<file path="src/rtl/argmax_unit.sv">
// Classifier back end: scans NUM_CLASSES signed logits from a sync-read RAM
// and reports the arg-max; define ARGMAX_MARGIN_EN to also report max minus runner-up.
module argmax_unit #(
  parameter int NUM_CLASSES = 10,
  parameter int DATA_WIDTH  = 16,
  parameter int IDX_W       = $clog2(NUM_CLASSES)
) (
  input  logic                  clk,
  input  logic                  reset,
  input  logic                  start,
  output logic                  rd_en,
  output logic [IDX_W-1:0]      rd_addr,
  input  logic [DATA_WIDTH-1:0] rd_data,
  output logic                  busy,
  output logic                  done,
  output logic                  done_pulse,
  output logic [IDX_W-1:0]      class_idx,
  output logic [DATA_WIDTH-1:0] max_val,
  output logic [DATA_WIDTH:0]   margin
);

  typedef enum logic [1:0] {
    IDLE,
    READ,
    DRAIN,
    FIN
  } state_t;

  localparam logic [IDX_W-1:0] LAST = IDX_W'(NUM_CLASSES - 1);

  state_t state_q, state_d;
  logic rd_en_q, rd_en_d;
  logic [IDX_W-1:0] rd_addr_q, rd_addr_d;
  logic busy_q, busy_d;
  logic done_q, done_d;
  logic done_pulse_q, done_pulse_d;
  logic vld_q, vld_d;
  logic [IDX_W-1:0] tag_q, tag_d;
  logic [IDX_W-1:0] idx_q, idx_d;
  logic signed [DATA_WIDTH-1:0] max_q, max_d;
  logic signed [DATA_WIDTH-1:0] sample;
  logic new_max;

  assign sample  = $signed(rd_data);
  // first sample of a scan always wins; later ones need a strict signed win
  assign new_max = vld_q && ((tag_q == '0) || (sample > max_q));

  // next-state, read sequencing and running maximum
  always_comb begin
    state_d      = state_q;
    rd_en_d      = rd_en_q;
    rd_addr_d    = rd_addr_q;
    busy_d       = busy_q;
    done_d       = done_q;
    done_pulse_d = 1'b0;
    vld_d        = rd_en_q;
    tag_d        = rd_addr_q;
    idx_d        = idx_q;
    max_d        = max_q;
    if (new_max) begin
      idx_d = tag_q;
      max_d = sample;
    end
    unique case (state_q)
      IDLE: begin
        if (start) begin
          state_d   = READ;
          rd_en_d   = 1'b1;
          rd_addr_d = '0;
          busy_d    = 1'b1;
          done_d    = 1'b0;
        end
      end
      READ: begin
        if (rd_addr_q == LAST) begin
          state_d = DRAIN;
          rd_en_d = 1'b0;
        end else begin
          rd_addr_d = rd_addr_q + 1'b1;
        end
      end
      DRAIN: begin
        state_d      = FIN;
        done_d       = 1'b1;
        done_pulse_d = 1'b1;
        busy_d       = 1'b0;
      end
      FIN: begin
        state_d = IDLE;
      end
      default: state_d = IDLE;
    endcase
  end

  // state and registered outputs
  always_ff @(posedge clk) begin
    if (reset) begin
      state_q      <= IDLE;
      rd_en_q      <= 1'b0;
      rd_addr_q    <= '0;
      busy_q       <= 1'b0;
      done_q       <= 1'b0;
      done_pulse_q <= 1'b0;
      vld_q        <= 1'b0;
      tag_q        <= '0;
      idx_q        <= '0;
      max_q        <= '0;
    end else begin
      state_q      <= state_d;
      rd_en_q      <= rd_en_d;
      rd_addr_q    <= rd_addr_d;
      busy_q       <= busy_d;
      done_q       <= done_d;
      done_pulse_q <= done_pulse_d;
      vld_q        <= vld_d;
      tag_q        <= tag_d;
      idx_q        <= idx_d;
      max_q        <= max_d;
    end
  end

  assign rd_en      = rd_en_q;
  assign rd_addr    = rd_addr_q;
  assign busy       = busy_q;
  assign done       = done_q;
  assign done_pulse = done_pulse_q;
  assign class_idx  = idx_q;
  assign max_val    = max_q;

`ifdef ARGMAX_MARGIN_EN
  logic signed [DATA_WIDTH-1:0] sec_q, sec_d;
  logic [DATA_WIDTH:0] margin_q, margin_d;

  // runner-up tracking; margin latched as the last sample is consumed
  always_comb begin
    sec_d    = sec_q;
    margin_d = margin_q;
    if (vld_q) begin
      if (tag_q == '0) begin
        sec_d = {1'b1, {(DATA_WIDTH-1){1'b0}}};
      end else if (sample > max_q) begin
        sec_d = max_q;
      end else if ((sample > sec_q) || (sample == max_q)) begin
        sec_d = sample;
      end
    end
    if (state_q == DRAIN) begin
      margin_d = {max_d[DATA_WIDTH-1], max_d} - {sec_d[DATA_WIDTH-1], sec_d};
    end
  end

  // runner-up and margin registers
  always_ff @(posedge clk) begin
    if (reset) begin
      sec_q    <= '0;
      margin_q <= '0;
    end else begin
      sec_q    <= sec_d;
      margin_q <= margin_d;
    end
  end

  assign margin = margin_q;
`else
  assign margin = '0;
`endif

endmodule

</file>
<file path="config.mk">
export PLATFORM = sky130hd
export DESIGN_NAME = argmax_unit
export DESIGN_NICKNAME = d
export VERILOG_FILES = /design/src/rtl/argmax_unit.sv
export SDC_FILE = /design/constraint.sdc
export NUM_CORES = 1
export LEC_CHECK = 0
export CAP_MARGIN = 10
export CORE_MARGIN = 3
export CORE_UTILIZATION = 40
export DETAILED_ROUTE_END_ITERATION = 7
export GPL_ROUTABILITY_DRIVEN = 1
export PLACE_DENSITY = 0.7
export SYNTH_ARGS = -nofsm -noshare
export SYNTH_HDL_FRONTEND = slang
export SYNTH_SLANG_ARGS = --single-unit
</file>
<file path="constraint.sdc">
create_clock -name clk -period 5.8 [get_ports clk]
set_clock_uncertainty 0.05 [all_clocks]
set_input_delay 1.45 -clock clk [delete_from_list [all_inputs] [get_ports clk]]
set_output_delay 1.45 -clock clk [all_outputs]
set_load 0.01 [all_outputs]
</file>
# [After elaboration in Yosys (flattened, before gate mapping)]
# Index checks and enable logic that the tools add are counted.
# Widths: inputs -> output; s select.
[word_totals] ff_bits=35 input_bits=19 output_inout_bits=45 elab_cells=42
[op_classes] n_addsub=1 n_lt_le_gt_ge=1 n_eq_ne=7 n_mux=13 n_reduce_logical=10
[ops] operator="$gt 16x16->1" count=1
[ops] operator="$mux 4" count=2
[ops] operator="$pmux 2 s4" count=1
[ops] operator="$pmux 4 s2" count=1
[ops] operator="$ne 2x2->1 const B" count=3
[ops] operator="$pmux 1 s2" count=3
[ops] operator="$reduce_and 3->1" count=2
[ops] operator="$add 4x1->4 const B" count=1
[ops] operator="$eq 2x2->1 const B" count=2
[ops] operator="$eq 4x4->1 const B" count=1
[ops] operator="$logic_not 4->1" count=1
[ops] operator="$mux 1" count=4
[ops] operator="$mux 2" count=2
[ops] operator="$reduce_and 2->1" count=2
[ops] operator="$reduce_bool 2->1" count=2
[ops] operator="$eq 2x1->1 const B" count=1
[ops] operator="$logic_not 2->1" count=1
[ops] operator="$logic_and 1x1->1" count=1
[ops] operator="$logic_or 1x1->1" count=1

# [Longest topological paths before layout]
# Gate-level depths: netlist (run 1).
[logic_depth] word_depth=3 ltp_mapped=9

# [Worst setup path before layout (run 1)]
# Ideal clock, no wire load.
[synth_timing] kind="in2reg" from="in rd_data[15]" to="reg max_q[6], in the netlist max_val[6]" setup_time_ns=0.132 arrival_ns=2.969 required_time_ns=5.618 slack_ns=2.649 cell_stages=8 n_path_buf=1 path_cell_list="ha_1 nand4_1 or3_4 o31a_1 o31a_1 buf_6 o21ai_1 a21oi_1"
[synth_via] elab_chain_len=3
[synth_lines] item="from (decl)" line_no="13" text="input logic [DATA_WIDTH-1:0] rd_data,"
[synth_lines] item="$gt 16x16->1" line_no="46" text="assign new_max = vld_q && ((tag_q == '0) || (sample > max_q));"
[synth_lines] item="$logic_or 1x1->1" line_no="46"
[synth_lines] item="$logic_and 1x1->1" line_no="46"
[synth_lines] item="to (signal assigned)" line_no="118" text="max_q <= max_d;"
[synth_lines] item="to (decl)" line_no="40" text="logic signed [DATA_WIDTH-1:0] max_q, max_d;"
# Every way passes these cells.
# A chain may end at the register's enable or synchronous reset.

# [Final worst setup path (run 1)]
[layout_timing] from="in rd_data[15]" to="reg max_q[4], in the netlist max_val[4]"
# Same word-level chain as after synthesis.

==> results of run 1 <==
-- kinds of logic (layout without fill, tap and decap cells) --
family	after synthesis	count (layout)	share of synthesized area
DFF	35	35	0.344
and+or+nand+nor	72	72	0.177
adders and majority gates	22	22	0.135
AOI/OAI and AO/OA	68	68	0.196
other	1	17	0.00184
buffers and inverters	48	76	0.142
xor gates and xnor gates	1	1	0.00430
-- state kept, by name (all words and copies together) (netlist names) --
name	cells
max_val	16
tag_q	4
class_idx	4
state_q	2
rd_addr	4
vld_q	1
done_pulse	1
done	1
rd_en	1
busy	1
-- critical path: stages --
cell	delay, ns
clkdlybuf4s50_1	0.44
ha_1	0.33
nand4_1	0.14
or3_4	0.44
a21oi_1	0.21
o31a_1	0.66
o21ai_1	0.17
a21oi_1	0.19
-- power breakdown --
group | internal, uW | switching (uW)
logic | 165 | 195
clock network | 139 | 88.7
registers | 283 | 33.5
-- metrics by stage --
stage                     hold WS, ns  cells  worst slack (ns)  instance area [um^2]  power [uW]
after floorplan                 0.382    263              2.65                  2100         573
final                           0.395    358              1.92                  2560         904
after CTS                       0.396    358              1.95                  2560         912
after detailed placement        0.392    350              1.67                  2440         682
after global placement          0.391    350              1.74                  2440         674
after global routing            0.412    358              1.76                  2560         970
-- final cells by class --
class | count | area [um^2] | area share
Tap cell | 67 | 83.8 | 0.0327
Inverter | 20 | 75.1 | 0.0293
Clock buffer | 6 | 82.6 | 0.0322
Timing Repair Buffer | 48 | 475 | 0.186
Sequential cell | 35 | 701 | 0.274
Clock inverter | 2 | 35.0 | 0.0137
Multi-Input combinational cell | 180 | 1110 | 0.433
-- placed cells by master (no fill, tap or decap), types with 2 or more instances in the layout --
cell,instances
o21ai_0,2
nor4_1,2
o31a_1,2
clkbuf_8,6
nor2_1,15
nand4_1,3
nor3_1,5
buf_4,2
inv_1,20
o21ai_1,16
a21o_1,2
nor2b_1,8
conb_1,17
nand3_1,22
nand2_1,11
dfxtp_1,35
ha_1,22
clkdlybuf4s50_1,46
a22oi_1,2
a21oi_1,36
-- worst max path at each step --
stage	to	slack, ns	cells after the start
global route	max_val[4]	1.76	8
floorplan	max_val[6]	2.65	8
global placement	max_val[11]	1.74	8
finish	max_val[4]	1.92	8
detailed placement	max_val[4]	1.67	8
CTS	max_val[4]	1.95	8
-- routing by layer --
metal,share of wire,vias to the layer above
li1,-,907
met1,0.43,804
met2,0.49,58
met3,0.066,7
met4,0.012,0
met5,0,-
==> results.cfg, run 1 <==
[sta]
hold_viol_final = 0
finalCriticalPeriod_ns = 3.88
fmax_ghz = 0.258
fin_tns_setup_ns = 0
max_slew.worst_pin.slew_ns = 0.935
grt_setup_unrepaired = no
slew-limit-headroom = 0.376
final_max_slew_viol_count = 0
fin_crit_sh = 0.668
setup_viol = 0

[clock_network]
post_cts_buffers = 0
cts_resized = 0
clock_sinks = 35
numCtsBuffers = 5
clk_pin_slew_ns = 0.07
clk_latency_ns = 0.29
root_buffer = clkbuf_8
hold_buffers = 0
cts_tree = done
cts_max_path_buffers = 2
h-tree-depth = 2

[power]
pwr_density_cell_mw_per_mm2 = 353
ir_drop_v = 0.000218
leakagePower_uw = 0.000972

[min_path]
hold_start = tag_q[0]
whs_path_depth = 2
hp-class = flop to flop
holdPathEnd = class_idx[0]

[synthesis]
netlist_instances = 247
synth.top_cell.area_share = 0.344
synth-edff-count = 0
ys.flop_type = dfxtp_1
synth-seq-area-share = 0.344
avgSynthCellArea_um2 = 8.25
synth_common_cells = 36 x a21oi_1, 35 x dfxtp_1, 22 x ha_1, 22 x nand3_1, 20 x inv_1
yosysMostFrequentCell = a21oi_1
yosysTopAreaCell = dfxtp_1
synth_area_mm2 = 0.00204
yosys_warnings = 0
yosysUniqueCellTypes = 37
postSynth.asyncResetShare = 0
synthTopCellsByArea = dfxtp_1 34%, ha_1 14%, a21oi_1 8.8%
ys_ff_latch = 35

[job]
drv_cap = 0

[routing]
route.detailed.drc = 0
drtPass1Iterations = 4
vias_per_cell = 4.96
drtIter0Drc = 77
wl_per_cell_um = 12.6
ant_nets = 0
wl_mm = 4.50
vias = 1776

[floorplanning]
core.rowCount = 25
die_area_mm2 = 0.00599
initial_utilization = 0.423
die_w_um = 77.4
core_area_mm2 = 0.00482
die_height_um = 77.4
io_pins = 64

[placement]
io_buffer_count = 46
gp_congestion = 0.824
dp_hpwl_mm = 3.21

[global_route]
use_met2 = 0.266
grt_busiest_layer = met2
grt_util_met1 = 0.178
antenna_found_initial = 0
grt_max_degree = 36
grt_overflow = 0
use_met3 = 0.0394
grt_usage = 0.152
grt_pass1_wl_mm = 7.44
grt_pass1_vias = 1663

[worst_setup_path]
reg2regPathDepth = 8
critical_path_arrival_ns = 4.04
r2r-end = max_val[4]
r2r_slack_ns = 3.14
worstPathMaxFanout = 20
r2r_start = max_val[15]
endpoint_kind = flop
critPathLaunchType = input port
cp-startpoint = rd_data[15]
critPathRequiredTime_ns = 5.96
worstSetupPathType = input port to flop

[finish]
nFillCells = 481
fin_util = 0.532
antennaDiodeCount = 0
areaGrowthSynthToFinish_pct = 25.7
nets = 331
layout-drive-gt1-share = 0.0515

[status]
status = completed
Note: power is estimated with default switching activity, not from simulation.
==> run 2, diff against run 1 <==
- PLACE_DENSITY: 0.7 -> 0.73
- clock period: 5.8 -> 3.1 ns (I/O delays scaled with it)
==> run 2 against run 1 <==
  * Utilization grew 0.26 points
  * Global-route usage grew 0.41 points
  * Hold slack lost 0.0010 ns
  * Largest power group unchanged
==> results.cfg, run 2 (synthesis results as in run 1) <==
[sta]
max_slew.worst_pin.slew_ns = 0.900
final_max_slew_viol_count = 0
fin_crit_sh = 0.900
slew-limit-headroom = 0.400
grt_setup_unrepaired = no
setup_viol = 0
fin_ws_ns = 0.309
fin_tns_setup_ns = 0
hold_viol_final = 0
fmax_ghz = 0.358
finalCriticalPeriod_ns = 2.79

[routing]
ant_nets = 0
wl_mm = 4.41
wl_per_cell_um = 12.2
vias = 1767
vias_per_cell = 4.88
drtPass1Iterations = 4
route.detailed.drc = 0
drtIter0Drc = 80

[floorplanning]
io_pins = 64
core.rowCount = 25
die_area_mm2 = 0.00599
die_height_um = 77.4
initial_utilization = 0.423
core_area_mm2 = 0.00482
die_w_um = 77.4

[worst_setup_path]
cpPeakStageDelay_ns = 0.43
r2r_start = max_val[15]
endpoint_kind = flop
crit_chain = clkdlybuf4s50_1, ha_1, and2b_2, nor2b_1, a211o_1, o31ai_2, buf_4, nand3_1, a21oi_1
worstPathMaxFanout = 9
critical_path_arrival_ns = 2.96
path_delay_family = compound AO/OA/AOI/OAI gates
critPathLaunchType = input port
reg2regPathDepth = 9
cp_slowest_cell = clkdlybuf4s50_1
critPathBufInv = 2
worstSetupPathType = input port to flop
critPathRequiredTime_ns = 3.26
r2r_slack_ns = 0.85
r2r-end = max_val[4]

[clock_network]
clock_sinks = 35
root_buffer = clkbuf_8
cts_resized = 0
numCtsBuffers = 5
h-tree-depth = 2
hold_buffers = 0
clk_latency_ns = 0.28
post_cts_buffers = 0
clk_pin_slew_ns = 0.07
cts_tree = done
cts_max_path_buffers = 2

[finish]
layout-drive-gt1-share = 0.0610
nets = 335
areaGrowthSynthToFinish_pct = 26.3
nFillCells = 474
largest_reg_flops = 16
antennaDiodeCount = 0
fin_util = 0.534
final_common_cell = clkdlybuf4s50_1
mostFrequentLayoutCells = 46 x clkdlybuf4s50_1, 36 x a21oi_1, 35 x dfxtp_1

[global_route]
grt_pass1_vias = 1674
grt_overflow = 0
grt_usage = 0.156
grt_max_degree = 36
grt_pass1_wl_mm = 7.51
antenna_found_initial = 0

[min_path]
whs_path_depth = 2
holdPathEnd = class_idx[3]
hold_start = tag_q[3]
hp-class = flop to flop

[power]
pwr_density_cell_mw_per_mm2 = 635
ir_drop_v = 0.000515
power_uw = 1630
leakagePower_uw = 0.000981

[placement]
dp_hpwl_mm = 3.31
preCtsSetupSlack_ns = 0.00562
gp_congestion = 0.845
io_buffer_count = 46

[status]
status = completed

[job]
drv_cap = 0
run 2: final cells by class:
cell class	count	area, um^2	area share
timing repair buffer	52	505	0.196
sequential	35	701	0.272
multi-input combinational	180	1110	0.431
clock buffer	8	100	0.0389
tap	67	83.8	0.0326
inverter	20	75.1	0.0292
run 2: worst max-delay path by stage:
stage	start	end	slack, ns	cells past startpoint
final	rd_data[15]	max_val[4]	0.31	9
after floorplan	rd_data[15]	max_val[6]	0.62	8
after global placement	rd_data[15]	max_val[14]	0.06	9
after global routing	rd_data[15]	max_val[7]	0.13	9
after detailed placement	rd_data[15]	max_val[14]	0.006	9
after CTS	rd_data[15]	max_val[8]	0.32	9
run 2: metal layers:
metal	GRT usage	part of all wire	vias to the layer above
met2	0.247	0.49	57
met4	0.0534	0.013	0
met3	0.0603	0.068	4
li1	-	-	914
met1	0.193	0.43	792
met5	0	0	-
run 2: through the flow:
stage                     cells  hold slack [ns]  instance area, um^2
after floorplan             263            0.382                 2100
after CTS                   362            0.398                 2570
after global placement      354            0.396                 2470
after detailed placement    354            0.395                 2470
final                       362            0.394                 2570
after global routing        362            0.427                 2570
run 2: power by group:
| part | total, uW | switching, uW | leakage, uW | internal (uW) |
|---|---|---|---|---|
| logic | 685 | 366 | 0.000645 | 319 |
| registers | 593 | 63.0 | 0.000285 | 530 |
| clock network | 356 | 154 | 0.0000515 | 203 |
| total | 1630 | 582 | 0.000981 | 1050 |
run 2: worst reg2reg max path: stages (launching register included):
cell and delay (ns):
dfxtp_1 0.36, inv_1 0.06, ha_1 0.30, nand4_1 0.12, or3_4 0.43, o31a_1 0.27, o31a_1 0.12, buf_4 0.19
o21ai_1 0.14, a21oi_1 0.09
